==> src/rtl/adder_arbiter_if.sv <==
// Operand/request and result bundle between two clients and the shared adder arbiter.
interface adder_arbiter_if #(
  parameter int WIDTH = 3
);
  logic             req0;
  logic             req1;
  logic [WIDTH-1:0] a0;
  logic [WIDTH-1:0] b0;
  logic [WIDTH-1:0] a1;
  logic [WIDTH-1:0] b1;
  logic             gnt0;
  logic             gnt1;
  logic             done0;
  logic             done1;
  logic [WIDTH:0]   sum;
  logic             busy;
  logic [7:0]       op_count;

  modport master (
    output req0, req1, a0, b0, a1, b1,
    input  gnt0, gnt1, done0, done1, sum, busy, op_count
  );

  modport slave (
    input  req0, req1, a0, b0, a1, b1,
    output gnt0, gnt1, done0, done1, sum, busy, op_count
  );
endinterface

==> src/rtl/adder_arbiter.sv <==
// Round-robin arbiter sharing one WIDTH-bit adder between two requesters.
// One operation every two cycles: capture in IDLE, add and report in CALC.
module adder_arbiter #(
  parameter int WIDTH   = 3,
  parameter bit RR_INIT = 1'b0
) (
  input  logic             clk,
  input  logic             rst_n,
  adder_arbiter_if.slave   bus
);

  typedef enum logic {IDLE, CALC} state_t;

  state_t           state_q, state_d;
  logic [WIDTH-1:0] opA_q, opA_d;
  logic [WIDTH-1:0] opB_q, opB_d;
  logic             owner_q, owner_d;
  logic             prio_q, prio_d;
  logic             gnt0_q, gnt0_d;
  logic             gnt1_q, gnt1_d;
  logic             done0_q, done0_d;
  logic             done1_q, done1_d;
  logic [WIDTH:0]   sum_q, sum_d;
  logic [7:0]       count_q, count_d;
  logic             winner;

  always_ff @(posedge clk or negedge rst_n) begin
    if (!rst_n) begin
      state_q <= IDLE;
      opA_q   <= '0;
      opB_q   <= '0;
      owner_q <= 1'b0;
      prio_q  <= RR_INIT;
      gnt0_q  <= 1'b0;
      gnt1_q  <= 1'b0;
      done0_q <= 1'b0;
      done1_q <= 1'b0;
      sum_q   <= '0;
      count_q <= '0;
    end else begin
      state_q <= state_d;
      opA_q   <= opA_d;
      opB_q   <= opB_d;
      owner_q <= owner_d;
      prio_q  <= prio_d;
      gnt0_q  <= gnt0_d;
      gnt1_q  <= gnt1_d;
      done0_q <= done0_d;
      done1_q <= done1_d;
      sum_q   <= sum_d;
      count_q <= count_d;
    end
  end

  always_comb begin
    state_d = state_q;
    opA_d   = opA_q;
    opB_d   = opB_q;
    owner_d = owner_q;
    prio_d  = prio_q;
    gnt0_d  = 1'b0;
    gnt1_d  = 1'b0;
    done0_d = 1'b0;
    done1_d = 1'b0;
    sum_d   = sum_q;
    count_d = count_q;
    winner  = 1'b0;

    case (state_q)
      IDLE: begin
        if (bus.req0 || bus.req1) begin
          // A lone request wins outright; a tie goes to the priority holder.
          winner  = (bus.req0 && bus.req1) ? prio_q : bus.req1;
          opA_d   = winner ? bus.a1 : bus.a0;
          opB_d   = winner ? bus.b1 : bus.b0;
          owner_d = winner;
          prio_d  = ~winner;
          gnt0_d  = ~winner;
          gnt1_d  = winner;
          state_d = CALC;
        end
      end
      CALC: begin
        sum_d   = {1'b0, opA_q} + {1'b0, opB_q};
        done0_d = ~owner_q;
        done1_d = owner_q;
        count_d = count_q + 8'd1;
        state_d = IDLE;
      end
    endcase
  end

  assign bus.gnt0     = gnt0_q;
  assign bus.gnt1     = gnt1_q;
  assign bus.done0    = done0_q;
  assign bus.done1    = done1_q;
  assign bus.sum      = sum_q;
  assign bus.busy     = (state_q == CALC);
  assign bus.op_count = count_q;

endmodule
==> src/flat_wrapper.sv <==
// flat-port wrapper written by rule: the top's interface ports become plain ports
module adder_arbiter_flat 
#(
  parameter int WIDTH   = 3,
  parameter bit RR_INIT = 1'b0
)
  (clk, rst_n, bus_req0, bus_req1, bus_a0, bus_b0, bus_a1, bus_b1, bus_gnt0, bus_gnt1, bus_done0, bus_done1, bus_sum, bus_busy, bus_op_count);
  adder_arbiter_if #(.WIDTH(WIDTH)) bus_i ();
  input  logic clk;
  input  logic rst_n;
  input wire logic [$bits(bus_i.req0)-1:0] bus_req0;
  input wire logic [$bits(bus_i.req1)-1:0] bus_req1;
  input wire logic [$bits(bus_i.a0)-1:0] bus_a0;
  input wire logic [$bits(bus_i.b0)-1:0] bus_b0;
  input wire logic [$bits(bus_i.a1)-1:0] bus_a1;
  input wire logic [$bits(bus_i.b1)-1:0] bus_b1;
  output wire logic [$bits(bus_i.gnt0)-1:0] bus_gnt0;
  output wire logic [$bits(bus_i.gnt1)-1:0] bus_gnt1;
  output wire logic [$bits(bus_i.done0)-1:0] bus_done0;
  output wire logic [$bits(bus_i.done1)-1:0] bus_done1;
  output wire logic [$bits(bus_i.sum)-1:0] bus_sum;
  output wire logic [$bits(bus_i.busy)-1:0] bus_busy;
  output wire logic [$bits(bus_i.op_count)-1:0] bus_op_count;
  assign bus_i.req0 = bus_req0;
  assign bus_i.req1 = bus_req1;
  assign bus_i.a0 = bus_a0;
  assign bus_i.b0 = bus_b0;
  assign bus_i.a1 = bus_a1;
  assign bus_i.b1 = bus_b1;
  assign bus_gnt0 = bus_i.gnt0;
  assign bus_gnt1 = bus_i.gnt1;
  assign bus_done0 = bus_i.done0;
  assign bus_done1 = bus_i.done1;
  assign bus_sum = bus_i.sum;
  assign bus_busy = bus_i.busy;
  assign bus_op_count = bus_i.op_count;
  adder_arbiter #(.WIDTH(WIDTH), .RR_INIT(RR_INIT)) u_core (.clk(clk), .rst_n(rst_n), .bus(bus_i));
endmodule
==> config.mk <==
export PLATFORM = sky130hd
export DESIGN_NAME = adder_arbiter_flat
export DESIGN_NICKNAME = d
export VERILOG_FILES = /design/src/rtl/adder_arbiter_if.sv /design/src/rtl/adder_arbiter.sv /design/src/flat_wrapper.sv
export SDC_FILE = /design/constraint.sdc
export NUM_CORES = 1
export LEC_CHECK = 0
export ABC_AREA = 1
export CORE_MARGIN = 1.5
export CORE_UTILIZATION = 47
export CTS_CLUSTER_DIAMETER = 100
export DETAILED_ROUTE_END_ITERATION = 16
export GPL_TIMING_DRIVEN = 0
export MAX_ROUTING_LAYER = met4
export PLACE_DENSITY = 0.78
export SYNTH_ARGS = -nofsm -noshare
export SYNTH_HDL_FRONTEND = slang
export SYNTH_SLANG_ARGS = --single-unit
==> constraint.sdc <==
create_clock -name clk -period 1.7 [get_ports clk]
set_clock_uncertainty 0.1 [all_clocks]
set_input_delay 0.255 -clock clk [delete_from_list [all_inputs] [get_ports clk]]
set_output_delay 0.255 -clock clk [all_outputs]
set_load 0.01 [all_outputs]
==> results.txt, run 1 <==
----------------------------------------------------
[Die]
  Die Y ... ~53 um
  Initial cell density of the core ... 49.0%
  Boundary pin count ... 33
  Core region area ... roughly 0.0024 sq mm
  Die X-Extent ... between 50 and 60 um
  Die area ... around 0.0028 sq mm
  Number of rows in the core area ... 18

[Finish]
  Number of nets in the layout ... 198
  Number of antenna diodes ... 0
  Core utilization of the finished layout ... about two thirds
  Area of all placed cells without fillers ... between 0.0015 and 0.002 sq mm
  Cell Count, Final, Fillers Out ... between 200 and 250
  Area Growth Syn to Fin ... 36.5%
  Fraction of layout instances using a drive strength above 1 ... between 10% and 20%

[CTS]
  Resized cells post-CTS ... 0
  CTS Buf Count ... 3
  Clock insertion delay at the later pin of the skew report ... 0.31 ns
  Clock slew seen by the registers of the worst setup and hold paths ... about 0.14 ns
  CTS root buffer ... sky130_fd_sc_hd__clkbuf_4
  Clock net sink count ... 25
  CTS Buffer Depth ... 2
  CTS tree ... done
  H-tree depth ... 1

[Setup path]
  CP Capture Type ... output port
  Critical Path RT ... roughly 1.3 ns
  Count of buffer and inverter cells on the critical path ... 1
  Max stage delay on crit path ... between 0.5 and 0.6 ns
  Top Family by Delay on Critical Path ... buffers and inverters
  Critical path startpoint category ... flip-flop
  Type of the worst setup path ... flip-flop to output port
  Max FO, Critical Path ... 3
  Critical path's slowest cell ... sky130_fd_sc_hd__clkdlybuf4s50_1
  CP arrival ... approximately 1.3 ns
  Cell-by-cell listing of the critical path ... clkdlybuf4s50_1

[Placement]
  HPWL reported at the end of detailed placement ... 1640 um
  Final GP Congestion ... between 0.6 and 0.7
  Area of placed instances ... roughly 0.0015 sq mm
  IO buf count ... 31
  Total placed cells including tap cells ... around 190

[Pwr]
  VDD IR-drop max ... approximately 960 uV
  Static leakage ... between 0.8 and 0.9 nW
  Pwr dens ... approximately 1200 mW/mm^2

[Synth]
  Total of flip-flops plus latches after synthesis ... 25
  Synth top area share ... between 50% and 60%
  Top cell type by total area after synthesis ... sky130_fd_sc_hd__dfrtp_1
  Largest cells by area after synthesis ... sky130_fd_sc_hd__dfrtp_1, sky130_fd_sc_hd__nand2_1, sky130_fd_sc_hd__nand3_1, sky130_fd_sc_hd__ha_1, sky130_fd_sc_hd__xor2_1
  Net count after synthesis ... 154
  Unique masters post-synth ... 19
  Area of the mapped netlist ... between 0.001 and 0.0015 sq mm
  Avg Synthesized Cell Area ... between 8 and 9 sq um
  Count of mapped cells out of synthesis ... approximately 130
  Part of the Yosys area used for sequential elements ... 52.5%
  Count of yosys warnings during synthesis ... 0

[Drt]
  Post-route antenna net violation count ... 0
  First-iteration detailed-routing DRC count ... 10
  Final WL ... 2230 um
  Vias after detailed routing ... between 900 and 1k
  DRC violations left ... 0
  Average detailed-routed wire length per instance ... 10.8 um
  Pre-antenna DRT Iters ... 4
  Average vias per placed instance ... approximately 4.7

[Outcome]
  Run status ... complete, no violations

[Global route]
  Overflow left after global routing ... 0
  Routing usage on met3 ... approximately 2.5%
  Global-route wire length before repair ... approximately 3800 um
  Maximum number of pins on one net before global-route repair ... 26
  Vias in the first global route ... ~960
  Global Route met1 Usage ... 20.0%
  Global Route Usage Sum ... between 10% and 20%
  Global routing usage on met2 ... between 30 and 40%
  Most Used Layer, Global Route ... met2
  Number of antenna violations at the first check in global routing ... 0

[Timing]
  Setup TNS Final ... 0 ns
  Worst Max-Slew Pin Slew ... 1.08 ns
  Max-slew headroom ... between 20 and 30%
  Setup repair after global routing missed its margin ... no
  FMAX ... 615 MHz
  Final max-slew violation count ... 0
  Endpoints failing setup ... 0
  Number of failing hold endpoints at the final stage ... 0
  Final critical-path share of the clock period ... a little over nine tenths
  Crit path time final ... about 1.6 ns

[Min path]
  Kind of path behind the tightest hold check ... input pin to flip-flop

[Flow run]
  Number of max-cap violations ... 0

----------------------------------------------------
layer usage:
metal | up-vias | wire, um
li1 | 497 | -
met5 | - | 0
met3 | 2 | 114
met2 | 28 | 1200
met4 | 0 | 23
met1 | 446 | 891
logic make-up (layout without fill, tap and decap cells):
group | Yosys count | in the layout | share of synthesized area, %
flip-flops | 25 | 25 | 52.5
AO/OA/AOI/OAI | 6 | 6 | 3.46
buffers and inverters | 17 | 60 | 7.66
adder cells (fa/ha/maj) | 5 | 5 | 5.88
XOR/XNOR | 6 | 6 | 4.41
AND/OR/NAND/NOR | 74 | 74 | 26.1
through the flow:
step,hold WS [ns],setup slack [ns],power (mW)
4_1_cts,0.144,0.00514,1.89
3_3_place_gp,0.341,0.0147,1.60
2_1_floorplan,-0.141,0.353,1.26
5_1_grt,0.138,0.0194,2.16
6_report,0.146,0.0735,2.01
3_5_place_dp,0.353,0.0322,1.63
synthesized netlist by cell type, drive strengths merged:
library cell,instances
nand4,1
xnor2,1
o21ai,5
nand2,54
dfrtp,25
buf,3
fa,1
xor2,5
nand3,11
nor2,8
inv,14
a21oi,1
ha,4
cell type report:
| cell class | instances | area (sq um) |
|---|---|---|
| fill | 218 | 805 |
| sequential | 25 | 626 |
| multi-input combinational | 91 | 475 |
| timing repair buffer | 39 | 370 |
| inverter | 14 | 57.6 |
| tap | 30 | 37.5 |
| buffer | 3 | 33.8 |
| clock buffer | 3 | 22.5 |
| clock inverter | 1 | 5.00 |
repair_timing:
action                                 CTS  global route
hold buffers                             0             0
setup endpoints to repair                0             6
setup buffers                            0             8
endpoints found under the hold margin    0             0
layout by cell type (no fill, tap or decap), types with 2 or more instances in the layout:
master	instances
sky130_fd_sc_hd__buf_6	3
sky130_fd_sc_hd__dfrtp_1	25
sky130_fd_sc_hd__clkbuf_4	3
sky130_fd_sc_hd__nand2_1	52
sky130_fd_sc_hd__xor2_1	5
sky130_fd_sc_hd__nor2_1	7
sky130_fd_sc_hd__clkdlybuf4s50_1	31
sky130_fd_sc_hd__nand2_4	2
sky130_fd_sc_hd__inv_4	2
sky130_fd_sc_hd__ha_1	4
sky130_fd_sc_hd__buf_4	8
sky130_fd_sc_hd__inv_1	11
sky130_fd_sc_hd__nand3_1	11
sky130_fd_sc_hd__o21ai_0	3
where the power goes:
| group | total (mW) | internal, mW | switching (mW) |
|---|---|---|---|
| combinational | 0.893 | 0.495 | 0.397 |
| clock | 0.253 | 0.0877 | 0.166 |
| sequential | 0.861 | 0.757 | 0.104 |
worst paths after layout:
path | startpoint | endpoint | slack [ns] | depth (start not counted)
worst max-delay path | u_core.bus.op_count[4] | bus_op_count[4] | 0.07 | 1
min in group asynchronous | rst_n | u_core.bus.op_count[2] | 0.41 | 1
worst min-delay path | bus_req1 | u_core.bus.gnt1 | 0.15 | 3
max in group asynchronous | rst_n | u_core.bus.op_count[7] | 0.43 | 1
worst min register to register | u_core.owner_q | u_core.bus.done0 | 0.37 | 1
worst max register to register | u_core.opB_q[0] | u_core.bus.sum[2] | 0.23 | 5
registers in the layout (all words and copies together), names as in the netlist:
signal	flops
u_core.bus.busy	1
u_core.bus.done0	1
u_core.bus.done1	1
u_core.bus.gnt0	1
u_core.bus.gnt1	1
u_core.bus.op_count	8
u_core.bus.sum	4
u_core.opA_q	3
u_core.opB_q	3
u_core.owner_q	1
u_core.prio_q	1
Power figures use the tool's default switching activity.
==> run 2: changes to the inputs <==
PLACE_DENSITY = default   (was 0.78)
PLACE_DENSITY_LB_ADDON = 0.12   (was default)
==> results.txt, run 2 (synthesis results as in run 1) <==
----------------------------------------------------
[Die]
  Core region area ... 0.00243 sq mm (unchanged)
  Number of rows in the core area ... 18 (unchanged)
  Die area ... 0.00285 sq mm (unchanged)
  Boundary pin count ... 33 (unchanged)
  Initial cell density of the core ... 49.0% (unchanged)
  Die X-Extent ... 53.4 um (unchanged)
  Die Y ... 53.4 um (unchanged)

[Drt]
  First-iteration detailed-routing DRC count ... 19 (+9)
  Average detailed-routed wire length per instance ... 10.4 um (-4.0%)
  Final WL ... 2140 um (-4.0%)
  Post-route antenna net violation count ... 0 (unchanged)
  DRC violations left ... 0 (unchanged)
  Pre-antenna DRT Iters ... 6 (+2)
  Average vias per placed instance ... 4.62 (-2.2%)
  Vias after detailed routing ... 952 (-2.2%)

[CTS]
  Count of hold-fix buffers inserted at cts ... 0 (unchanged)
  CTS tree ... done
  CTS Buf Count ... 3 (unchanged)
  H-tree depth ... 1 (unchanged)
  CTS root buffer ... sky130_fd_sc_hd__clkbuf_4
  Clock slew seen by the registers of the worst setup and hold paths ... 0.13 ns (about the same)
  CTS Buffer Depth ... 2 (unchanged)
  Clock net sink count ... 25 (unchanged)
  Clock insertion delay at the later pin of the skew report ... 0.30 ns (about the same)

[Finish]
  Number of flip-flops in the largest register ... 8 (unchanged)
  Most common cell after layout, fill and taps aside ... sky130_fd_sc_hd__nand2_1
  Fraction of layout instances using a drive strength above 1 ... 12.5% (unchanged)
  FF+latch area ... 627 sq um (+0.20%)
  Filler cell count ... 220 (+0.92%)
  Number of antenna diodes ... 0 (unchanged)
  Most frequent cells in the layout ... sky130_fd_sc_hd__nand2_1, sky130_fd_sc_hd__clkdlybuf4s50_1, sky130_fd_sc_hd__dfrtp_1
  Multi-input logic area ... 475 sq um (unchanged)
  Number of nets in the layout ... 198 (unchanged)
  Area Growth Syn to Fin ... 36.7%

[Timing]
  Final setup margin ... 0.0641 ns (-0.00942 ns)
  Final max-slew violation count ... 0 (unchanged)
  Setup repair after global routing missed its margin ... no
  Endpoints failing setup ... 0 (unchanged)
  Max-slew headroom ... 28.4% (+0.60 points)
  Crit path time final ... 1.64 ns (+0.00942 ns)
  Final critical-path share of the clock period ... 96.2% (+0.55 points)
  Worst Max-Slew Pin Slew ... 1.07 ns (-0.00902 ns)
  Number of failing hold endpoints at the final stage ... 0 (unchanged)
  FMAX ... 611 MHz (-0.58%)
  Setup TNS Final ... 0 ns (unchanged)

[Setup path]
  Start of the worst register-to-register path ... u_core.opB_q[0]
  R2R cell count ... 5 (unchanged)
  Max FO, Critical Path ... 4 (+1)
  Setup slack of the most critical reg-to-reg path ... 0.23 ns (about the same)
  Type of the worst setup path ... flip-flop to output port
  Critical path startpoint category ... flip-flop
  Worst r2r dst ... u_core.bus.sum[2]
  Top Family by Delay on Critical Path ... buffers and inverters
  Critical Path RT ... 1.34 ns (about the same)
  Count of buffer and inverter cells on the critical path ... 1 (unchanged)
  Cell-by-cell listing of the critical path ... clkdlybuf4s50_1
  Critical path's slowest cell ... sky130_fd_sc_hd__clkdlybuf4s50_1
  CP arrival ... 1.28 ns (about the same)
  CP Capture Type ... output port
  Max stage delay on crit path ... 0.56 ns (about the same)

[Flow run]
  Number of max-cap violations ... 0 (unchanged)

[Placement]
  HPWL reported at the end of detailed placement ... 1580 um (-3.6%)
  IO buf count ... 31 (unchanged)
  Pre-CTS worst setup slack ... 0.00151 ns (-0.0307 ns)
  Final GP Congestion ... 0.724 (+4.3%)

[Min path]
  Kind of path behind the tightest hold check ... input pin to flip-flop
  Worst Hold Path EP ... u_core.bus.gnt1
  Worst Hold Depth ... 3 (unchanged)
  Launch point of the worst hold path ... bus_req1

[Pwr]
  Pwr dens ... 1220 mW/mm^2 (-1.0%)
  Static leakage ... 0.854 nW (+0.95%)
  VDD IR-drop max ... 713 uV (-26%)

[Global route]
  Global Route Usage Sum ... 18.1% (-0.71 points)
  Number of antenna violations at the first check in global routing ... 0 (unchanged)
  Maximum number of pins on one net before global-route repair ... 26 (unchanged)
  Overflow left after global routing ... 0 (unchanged)
  Vias in the first global route ... 892 (-6.7%)
  Global-route wire length before repair ... 3570 um (-4.9%)

[Outcome]
  Run status ... complete, no violations

----------------------------------------------------
[run 2: cell types whose count changed in the layout (fill, tap and decap cells not counted), sizes merged]
cell / delta
clkbuf: +1
clkdlybuf4s50: -1
clkinv: -1
dlymetal6s2s: +1
[run 2: repair_timing]
| item | in CTS | in global routing |
|---|---|---|
| hold endpoints to repair | 0 | 0 |
| endpoints found under the setup margin | 0 | 6 |
| gates resized for setup | 0 | 2 |
| setup buffers | 0 | 8 |
[run 2: worst max-delay path by stage]
stage / startpoint / to / slack [ns] / depth (start not counted)
CTS: u_core.bus.op_count[3] / bus_op_count[3] / 0.002 / 1
global route: u_core.bus.op_count[3] / bus_op_count[3] / 0.004 / 1
detailed placement: rst_n / u_core.opB_q[2] / 0.002 / 1
floorplan: u_core.opB_q[0] / u_core.bus.sum[2] / 0.35 / 5
global placement: rst_n / u_core.opA_q[2] / 0.01 / 1
finish: u_core.bus.op_count[3] / bus_op_count[3] / 0.06 / 1
[run 2: area by class of cell]
cell class	count	share of cell area, %
Multi-Input combinational cell	91	29.2
Buffer	3	2.07
Tap cell	30	2.30
Inverter	14	3.53
Clock buffer	4	1.61
Timing Repair Buffer	39	22.9
Sequential cell	25	38.4
[run 2: power breakdown]
part	internal, mW	switching [mW]
clock network	0.0914	0.159
registers	0.759	0.113
logic	0.493	0.374
[run 2: metrics by stage]
step | std cells | hold WS [ns] | area (sq um) | utilization, % | total power [mW]
global placement | 194 | 0.342 | 1540 | 63.3 | 1.60
finish | 206 | 0.160 | 1630 | 67.0 | 1.99
CTS | 198 | 0.143 | 1570 | 64.4 | 1.88
detailed placement | 194 | 0.349 | 1540 | 63.3 | 1.62
floorplan | 133 | -0.141 | 1190 | - | 1.26
global route | 206 | 0.133 | 1630 | 67.0 | 2.15
[run 2: metal layers]
| layer | GRT usage, % | part of all wire (%) | up-vias |
|---|---|---|---|
| met4 | 8.97 | 1.1 | 0 |
| li1 | - | - | 497 |
| met2 | 30.2 | 51 | 29 |
| met1 | 20.2 | 44 | 424 |
| met5 | - | 0 | - |
| met3 | 4.24 | 4.6 | 2 |
==> run 3: changes to the inputs <==
SKIP_CTS_REPAIR_TIMING = 1   (was default)
==> results of run 3 <==
No change in the layout: final DEF, timing and power equal those of run 2.
